[config.mk]
export PLATFORM = sky130hd
export DESIGN_NAME = audio_write_buffer
export DESIGN_NICKNAME = d
export VERILOG_FILES = /design/src/rtl/audio_pkg.sv /design/src/rtl/sample_fifo.sv /design/src/rtl/audio_write_buffer.sv
export SDC_FILE = /design/constraint.sdc
export NUM_CORES = 1
export LEC_CHECK = 0
export CORE_ASPECT_RATIO = 0.8
export CORE_MARGIN = 3
export CORE_UTILIZATION = 50
export DETAILED_ROUTE_END_ITERATION = 8
export PLACE_DENSITY = 0.75
export SLEW_MARGIN = 20
export SYNTH_ARGS = -nofsm -noshare
export SYNTH_HDL_FRONTEND = slang
export SYNTH_SLANG_ARGS = --single-unit
export TNS_END_PERCENT = 5
[constraint.sdc]
create_clock -name clk -period 10.1 [get_ports clk]
set_clock_uncertainty 0.1 [all_clocks]
set_input_delay 2.02 -clock clk [delete_from_list [all_inputs] [get_ports clk]]
set_output_delay 2.02 -clock clk [all_outputs]
set_load 0.02 [all_outputs]
[src/rtl/audio_pkg.sv]
// Shared types and constants for the audio output path.
// Sample width, sample type and the write-buffer FSM state encoding.
package audio_pkg;

    localparam int SAMPLE_W = 24;

    typedef logic [SAMPLE_W-1:0] sample_t;

    typedef enum logic {
        PRIME = 1'b0,
        RUN   = 1'b1
    } wbuf_state_t;

endpackage

[src/rtl/sample_fifo.sv]
// Circular sample store with exact occupancy count; push at full is dropped unless a pop
// happens in the same cycle. Head is visible one edge after the push. No backpressure: drops are flagged.
module sample_fifo
    import audio_pkg::*;
#(
    parameter int WIDTH = SAMPLE_W,
    parameter int DEPTH = 8
) (
    input  logic                       clk,
    input  logic                       reset,
    input  logic                       push_i,
    input  logic [WIDTH-1:0]           data_i,
    input  logic                       pop_i,
    output logic [WIDTH-1:0]           head_o,
    output logic [$clog2(DEPTH):0]     count_o,
    output logic                       full_o,
    output logic                       empty_o,
    output logic                       overflow_evt_o
);

    localparam int PTR_W = $clog2(DEPTH);
    localparam int CNT_W = PTR_W + 1;

    logic [WIDTH-1:0] mem_q [DEPTH];
    logic [PTR_W-1:0] wr_ptr_q, wr_ptr_d;
    logic [PTR_W-1:0] rd_ptr_q, rd_ptr_d;
    logic [CNT_W-1:0] count_q, count_d;
    logic             do_push;
    logic             do_pop;

    assign full_o  = (count_q == CNT_W'(DEPTH));
    assign empty_o = (count_q == '0);
    assign head_o  = mem_q[rd_ptr_q];
    assign count_o = count_q;

    // A pop frees a slot in the same cycle, so a push at full still lands.
    assign do_pop         = pop_i && !empty_o;
    assign do_push        = push_i && (!full_o || do_pop);
    assign overflow_evt_o = push_i && !do_push;

    always_comb begin
        wr_ptr_d = wr_ptr_q;
        rd_ptr_d = rd_ptr_q;
        count_d  = count_q;
        if (do_push) wr_ptr_d = wr_ptr_q + 1'b1;
        if (do_pop)  rd_ptr_d = rd_ptr_q + 1'b1;
        case ({do_push, do_pop})
            2'b10:   count_d = count_q + 1'b1;
            2'b01:   count_d = count_q - 1'b1;
            default: count_d = count_q;
        endcase
    end

    always_ff @(posedge clk) begin
        if (!reset) begin
            wr_ptr_q <= '0;
            rd_ptr_q <= '0;
            count_q  <= '0;
        end else begin
            wr_ptr_q <= wr_ptr_d;
            rd_ptr_q <= rd_ptr_d;
            count_q  <= count_d;
        end
    end

    always_ff @(posedge clk) begin
        if (do_push) mem_q[wr_ptr_q] <= data_i;
    end

endmodule

[src/rtl/audio_write_buffer.sv]
// Buffers filtered samples and feeds the codec write handshake after priming to half full.
// Latency: push at edge k presented at edge k+1 in RUN; write_ready low simply holds samples (overflow drops flagged).
module audio_write_buffer
    import audio_pkg::*;
#(
    parameter int WIDTH = SAMPLE_W,
    parameter int DEPTH = 8
) (
    input  logic                       clk,
    input  logic                       reset,
    input  logic                       wr_en,
    input  logic [WIDTH-1:0]           data_in,
    input  logic                       write_ready,
    output logic                       write,
    output logic [WIDTH-1:0]           data_out,
    output logic [$clog2(DEPTH):0]     count,
    output logic                       underrun,
    output logic                       overflow
);

    localparam int                CNT_W     = $clog2(DEPTH) + 1;
    localparam logic [CNT_W-1:0] PRIME_LVL = CNT_W'(DEPTH / 2);

    wbuf_state_t      state_q, state_d;
    logic             write_q, write_d;
    logic [WIDTH-1:0] data_out_q, data_out_d;
    logic [WIDTH-1:0] last_q, last_d;
    logic             underrun_q, underrun_d;
    logic             overflow_q, overflow_d;

    logic [WIDTH-1:0] head;
    logic [CNT_W-1:0] fifo_count;
    logic [CNT_W-1:0] prime_count;
    logic             full, empty, overflow_evt;
    logic             issue, pop;

    sample_fifo #(
        .WIDTH (WIDTH),
        .DEPTH (DEPTH)
    ) u_fifo (
        .clk            (clk),
        .reset          (reset),
        .push_i         (wr_en),
        .data_i         (data_in),
        .pop_i          (pop),
        .head_o         (head),
        .count_o        (fifo_count),
        .full_o         (full),
        .empty_o        (empty),
        .overflow_evt_o (overflow_evt)
    );

    // Gating on the registered strobe keeps write from ever being high two cycles running.
    assign issue = (state_q == RUN) && write_ready && !write_q;
    assign pop   = issue && !empty;

    // PRIME never pops, so the post-edge count is just the current count plus an accepted push.
    assign prime_count = fifo_count + CNT_W'(wr_en && !full);

    always_comb begin
        state_d    = state_q;
        write_d    = 1'b0;
        data_out_d = data_out_q;
        last_d     = last_q;
        underrun_d = underrun_q;
        overflow_d = overflow_q | overflow_evt;
        case (state_q)
            PRIME: begin
                if (prime_count >= PRIME_LVL) state_d = RUN;
            end
            RUN: begin
                if (issue) begin
                    write_d = 1'b1;
                    if (!empty) begin
                        data_out_d = head;
                        last_d     = head;
                    end else begin
                        data_out_d = last_q;
                        underrun_d = 1'b1;
                    end
                end
            end
            default: state_d = PRIME;
        endcase
    end

    always_ff @(posedge clk) begin
        if (!reset) begin
            state_q    <= PRIME;
            write_q    <= 1'b0;
            data_out_q <= '0;
            last_q     <= '0;
            underrun_q <= 1'b0;
            overflow_q <= 1'b0;
        end else begin
            state_q    <= state_d;
            write_q    <= write_d;
            data_out_q <= data_out_d;
            last_q     <= last_d;
            underrun_q <= underrun_d;
            overflow_q <= overflow_d;
        end
    end

    assign write    = write_q;
    assign data_out = data_out_q;
    assign count    = fifo_count;
    assign underrun = underrun_q;
    assign overflow = overflow_q;

endmodule

==> summary.md, run 1 <==
| Metric | Value |
|---|---|
| Fin. max-slew vios | `0` |
| Synth Register Bits | `230` |
| Peak Freq | `224 MHz` |
| Synth unique cells | `42` |
| Tcrit/Tclk final | `44.2%` |
| Kind of critical path | `input port to register` |
| CTS tree | `built` |
| Drt first-iter violations | `355` |
| Min-delay src | `state_q` |
| Sinks on Clock Net | `230` |
| Data required time of the critical path | `10.19 ns` |
| Largest net degree at the start of global routing | `51` |
| Rel. slew slack | `28.6%` |
| Avg Synthesized Cell Area | `19.3 µm²` |
| Pre-antenna DRT Iters | `5` |
| Ys flop type | `edfxtp_1` |
| Setup TNS Final | `0 ns` |
| Final Instance Count excl. Fillers | `753` |
| Most frequent cells in the layout | `edfxtp_1 (192), clkdlybuf4s50_1 (58), mux4_2 (48), dfxtp_1 (36), nor2_1 (27)` |
| Crit path from | `write_ready` |
| Post-CTS Setup Bufs | `0` |
| Post-Synthesis Cell Area | `8650 µm²` |
| CTS Root Cell | `clkbuf_16` |
| Number of buffers created by CTS | `22` |
| Dpl cell area | `9480 µm²` |
| Status | `completed` |
| Overall Global Routing Usage | `18.2%` |
| CTS Buffer Depth | `3` |
| Nets@finish | `550` |
| Routed vias/inst | `5.79` |
| Comb pwr share | `3.9%` |
| DR DRC count | `0` |
| PwrDens | `195 nW/µm²` |
| P_sw | `391 µW` |
| Area Overhead vs Synth | `18.9%` |
| Worst-path clk slew | `0.06 ns` |
| Gpl congestion | `0.770` |
| Initial antenna violation count | `0` |
| Syn. warnings | `0` |
| Post-CTS sizing | `0` |
| Clock share of power | `43.2%` |
| RSZ-0062 raised after global routing | `false` |
| Overflow after GRT | `0` |
| Peak VDD IR | `0.000158 V` |
| Seq pwr share | `52.9%` |
| Critical path launch point type | `input port` |
| Post-route ant nets | `0` |
| PortBufs | `58` |
| Die H | `124 µm` |
| Cts hold-fix bufs | `0` |
| HP Class | `register to register` |
| Max Cap Viol | `0` |
| Initial Utilization | `51.6%` |
| Placed insts | `712` |
| CP arrival | `4.56 ns` |
| Asr flop ratio synth | `0%` |
| Fin. Hold Viols | `0` |
| Worst r2r src | `u_fifo.count_o[0]` |
| Dpl ws | `5.11 ns` |
| Post-Synthesis Cells | `448` |
| Leakage Power | `3.30 nW` |
| DIE AREA | `18900 µm²` |
| Minimum clock period | `4.47 ns` |
| Worst reg2reg path endpoint | `u_fifo.count_o[2]` |
| Switching share of power | `19.5%` |
| HPWL reported at the end of detailed placement | `9.44 mm` |
| Commonest non-fill, non-tap cell in the layout | `edfxtp_1` |
| Worst-margin pin slew | `1.07 ns` |
| Vias in the first global route | `4542` |
| CORE AREA | `16800 µm²` |
| IO Pins | `59` |
| Layout cells sized above 1 | `22.1%` |
| Synthesized net count | `481` |
| Wire per inst | `22.1 µm` |
| Core Rows | `42` |
| Via count | `4357` |
| Number of synthesized flops with an enable pin | `192` |
| Worst r2r path cells | `9` |
| Ant. Diodes | `0` |
| Sequential-to-total area share from yosys stat | `75.5%` |
| Worst setup EP type | `register` |
| Final worst slack | `5.63 ns` |
| CP Capture Point | `u_fifo.mem_q[3][16]` |
| Cell Int Power | `1.61 mW` |
| Finished Cell Area | `10300 µm²` |
| Clk_lat worst skew | `0.50 ns` |
| DRT Wirelength | `16.6 mm` |
| Final setup vio count | `0` |
| Die Wd | `153 µm` |
| First-pass GRT wire length | `26.6 mm` |
| Flop2flop setup slack | `7.15 ns` |
| Critical path peak fanout | `13` |
| Clock H-tree levels | `1` |
| Overall power | `2.00 mW` |
==> Yosys cell counts (2+ instances only) <==
library cell	instances	area share, %
edfxtp_1	192	67
mux4_2	48	13
dfxtp_1	38	8.8
nor2_1	30	1.3
o22ai_1	24	1.7
o21ai_2	10	1.0
buf_2	9	0.52
clkbuf_1	9	0.39
nand2_1	9	0.39
o21ai_1	9	0.52
o21ai_0	7	0.41
and2_1	5	0.36
ha_1	5	0.72
buf_6	4	0.52
mux2i_1	4	0.46
nor3_1	4	0.23
nand2b_1	3	0.22
o21a_1	3	0.26
xnor2_1	3	0.30
xor2_1	3	0.30
a21boi_0	2	0.17
a21oi_1	2	0.12
buf_4	2	0.17
nand3_1	2	0.12
nand4_1	2	0.14
nor2b_1	2	0.14
or3_1	2	0.14
==> flip-flops by register name, summed over array words and instances, names as in the netlist <==
name / count
u_fifo.mem_q: 192
last_q: 24
u_fifo.count_o: 4
u_fifo.rd_ptr_q: 3
u_fifo.wr_ptr_q: 3
overflow: 1
state_q: 1
underrun: 1
write: 1
==> cell families (layout without fill, tap and decap cells) <==
logic type               after synthesis  count (layout)  synth area share, %
flip-flops                           230             230                 75.5
AND/OR/NAND/NOR                       68              68                 4.01
adder cells (fa/ha/maj)                5               5                0.723
multiplexers                          52              52                 13.0
AO/OA/AOI/OAI                         60              60                 4.48
XOR/XNOR                               6               6                0.608
buffers and inverters                 27             112                 1.75
==> critical path, cell delays in order <==
cell and delay, ns:
clkdlybuf4s50_1 0.45, and3b_1 0.32, o31a_1 0.27, clkinv_2 0.20
nor3_2 0.88, buf_4 0.40
==> worst min path at each step <==
stage | endpoint | depth (start not counted)
detailed placement | overflow | 1
global placement | state_q | 1
finish | state_q | 1
floorplan | state_q | 1
global route | underrun | 1
CTS | overflow | 1
==> through the flow <==
step | utilization [%] | hold slack [ns]
after global placement | 56.6 | 0.347
after global routing | 61.4 | 0.403
after detailed placement | 56.6 | 0.354
after floorplan | - | 0.333
final | 61.4 | 0.368
after CTS | 61.2 | 0.370
==> metal layers <==
| layer | GRT usage [%] | vias to the layer above | part of all wire (%) |
|---|---|---|---|
| li1 | - | 1944 | - |
| met4 | 4.67 | 0 | 2.4 |
| met3 | 3.37 | 27 | 5.6 |
| met2 | 28.6 | 140 | 46 |
| met1 | 26.9 | 2246 | 46 |
| met5 | 0 | - | 0 |
==> power by group through the flow <==
| stage | sequential [mW] | clock, mW | combinational (mW) |
|---|---|---|---|
| final | 1.06 | 0.866 | 0.0773 |
| after CTS | 1.06 | 0.883 | 0.0763 |
| after global placement | 1.08 | 0 | 0.0730 |
| after detailed placement | 1.08 | 0 | 0.0764 |
| after global routing | 1.06 | 0.923 | 0.0840 |
| after floorplan | 1.08 | 0 | 0.0386 |
==> cell type report <==
class	count	area, µm²
repair buffers	70	691
well taps	220	275
multi-input cells	191	2010
clock inverters	16	210
inverters	2	8.76
fillers	1155	6480
clock buffers	24	558
flip-flops and latches	230	6530
No activity file was read; power rests on OpenSTA's default activity.
==> run 2: changes to the inputs <==
clock period = 4.44 ns   (was 10.1 ns; I/O delays follow)
==> run 2 against run 1 <==
Die area unchanged. Global-route usage about the same. Combinational power up 130%. Critical path depth up 5. Utilization up 0.12 points. Sequential share of layout area down 0.12 points. Sequential power up 130%. Power up 130%. Critical endpoint is now u_fifo.count_o[2]. Largest cell class unchanged.
==> summary.md, run 2 (synthesis gave the netlist of run 1 again) <==
| Metric | Value |
|---|---|
| Status | `completed` |
| CP arrival | `3.54 ns` |
| Clk_lat worst skew | `0.50 ns` |
| HP Class | `register to register` |
| Sinks on Clock Net | `230` |
| Die Wd | `153 µm` |
| Minimum clock period | `3.22 ns` |
| Peak VDD IR | `0.000264 V` |
| Wire per inst | `22.0 µm` |
| Switching share of power | `19.7%` |
| IO Pins | `59` |
| CORE AREA | `16800 µm²` |
| Post-CTS Setup Bufs | `0` |
| Worst setup EP type | `register` |
| DRT Wirelength | `16.7 mm` |
| Pre-antenna DRT Iters | `4` |
| Post-CTS sizing | `0` |
| Most frequent cells in the layout | `edfxtp_1 (192), clkdlybuf4s50_1 (58), mux4_2 (48), dfxtp_1 (36), nor2_1 (27)` |
| Setup TNS Final | `0 ns` |
| Cts hold-fix bufs | `0` |
| Die H | `124 µm` |
| Gpl congestion | `0.729` |
| Initial Utilization | `51.6%` |
| Overflow after GRT | `0` |
| Final worst slack | `1.22 ns` |
| Met3 wire length | `603 µm` |
| Post-route ant nets | `0` |
| Seq pwr share | `53.5%` |
| Kind of critical path | `input port to register` |
| Number of flip-flops under the largest register name | `192` |
| Final Instance Count excl. Fillers | `757` |
| Number of buffers created by CTS | `22` |
| Fin. max-slew vios | `0` |
| Core Rows | `42` |
| Clock H-tree levels | `1` |
| Vias in the first global route | `4606` |
| P_sw | `890 µW` |
| CTS Root Cell | `clkbuf_16` |
| Cell Int Power | `3.62 mW` |
| Area Overhead vs Synth | `19.2%` |
| Nets@finish | `554` |
| Worst-margin pin slew | `0.756 ns` |
| CTS Buffer Depth | `3` |
| CTS tree | `built` |
| Fin. Hold Viols | `0` |
| Reg with most FFs | `u_fifo.mem_q` |
| Placed insts | `716` |
| Drt first-iter violations | `313` |
| Final setup vio count | `0` |
| Initial antenna violation count | `0` |
| DR DRC count | `0` |
| Commonest non-fill, non-tap cell in the layout | `edfxtp_1` |
| Tcrit/Tclk final | `72.5%` |
| DIE AREA | `18900 µm²` |
| Via count | `4372` |
| Largest net degree at the start of global routing | `51` |
| Comb pwr share | `4.0%` |
| PortBufs | `58` |
| PwrDens | `438 nW/µm²` |
| Leakage Power | `3.32 nW` |
| Overall Global Routing Usage | `18.2%` |
| Critical path peak fanout | `8` |
| First-pass GRT wire length | `26.5 mm` |
| Worst-path clk slew | `0.07 ns` |
| RSZ-0062 raised after global routing | `false` |
| HPWL reported at the end of detailed placement | `9.39 mm` |
| Clock share of power | `42.5%` |
| Wl on met1 | `7.34 mm` |
| Fillcell total | `1155` |
| Routed vias/inst | `5.78` |
| Top Metal Used | `met4` |
| Data required time of the critical path | `4.76 ns` |
| Rel. slew slack | `49.4%` |
| Ant. Diodes | `0` |
| Layout cells sized above 1 | `23.5%` |
| WL met2 | `8.42 mm` |
| Crit path from | `write_ready` |
| Dpl ws | `0.703 ns` |
| Max Cap Viol | `0` |
| Min-delay src | `underrun` |
| Peak Freq | `311 MHz` |
| Critical path launch point type | `input port` |
| Worst r2r src | `u_fifo.count_o[0]` |
## run 2: cell types whose count changed in the layout (fill, tap and decap cells not counted), moves of 2 or more
cell	before	now
clkbuf_1	2	0
clkbuf_8	0	2
clkinv_1	5	3
clkinv_2	6	8
buf_4	11	15
bufinv_16	5	3
## run 2: routing by layer
| metal | track usage (%) | vias to the layer above |
|---|---|---|
| li1 | - | 1955 |
| met1 | 24.7 | 2300 |
| met2 | 31.5 | 91 |
| met3 | 2.85 | 26 |
| met4 | 4.95 | 0 |
| met5 | 0 | - |
## run 2: stage by stage
stage | hold slack (ns) | power, mW | instance area [µm²] | utilization [%]
floorplan | 0.333 | 2.54 | 8650 | -
global placement | 0.347 | 2.63 | 9520 | 56.8
detailed placement | 0.362 | 2.64 | 9520 | 56.8
CTS | 0.377 | 4.55 | 10300 | 61.3
global route | 0.400 | 4.65 | 10300 | 61.5
finish | 0.369 | 4.51 | 10300 | 61.5
## run 2: worst paths after layout
path / end / slack (ns) / depth (start not counted)
worst min-delay path: underrun / 0.37 / 1
worst min register to register: underrun / 0.37 / 1
worst max register to register: u_fifo.count_o[2] / 1.55 / 10
worst max-delay path: u_fifo.count_o[2] / 1.22 / 11
## run 2: power by group through the flow
stage / logic, mW / registers (mW) / clock network (mW)
global placement: 0.169 / 2.46 / 0
floorplan: 0.0882 / 2.46 / 0
detailed placement: 0.177 / 2.46 / 0
finish: 0.179 / 2.41 / 1.92
global route: 0.193 / 2.42 / 2.04
CTS: 0.179 / 2.41 / 1.96
## run 2: final cells by class
cell class | instances | area, µm² | share of cell area [%]
Clock inverter | 15 | 153 | 1.48
Inverter | 2 | 8.76 | 0.0850
Multi-Input combinational cell | 191 | 2010 | 19.5
Sequential cell | 230 | 6530 | 63.4
Timing Repair Buffer | 74 | 721 | 6.99
Clock buffer | 25 | 603 | 5.85
Tap cell | 220 | 275 | 2.67
## run 2: critical path, cell delays in order
cell and delay (ns):
clkdlybuf4s50_1 0.45, and3b_1 0.33, o31a_1 0.27, clkinv_2 0.19
ha_1 0.30, xor2_1 0.16, ha_1 0.20, a21oi_1 0.15
xor2_1 0.10, or3_1 0.31, a21boi_0 0.18
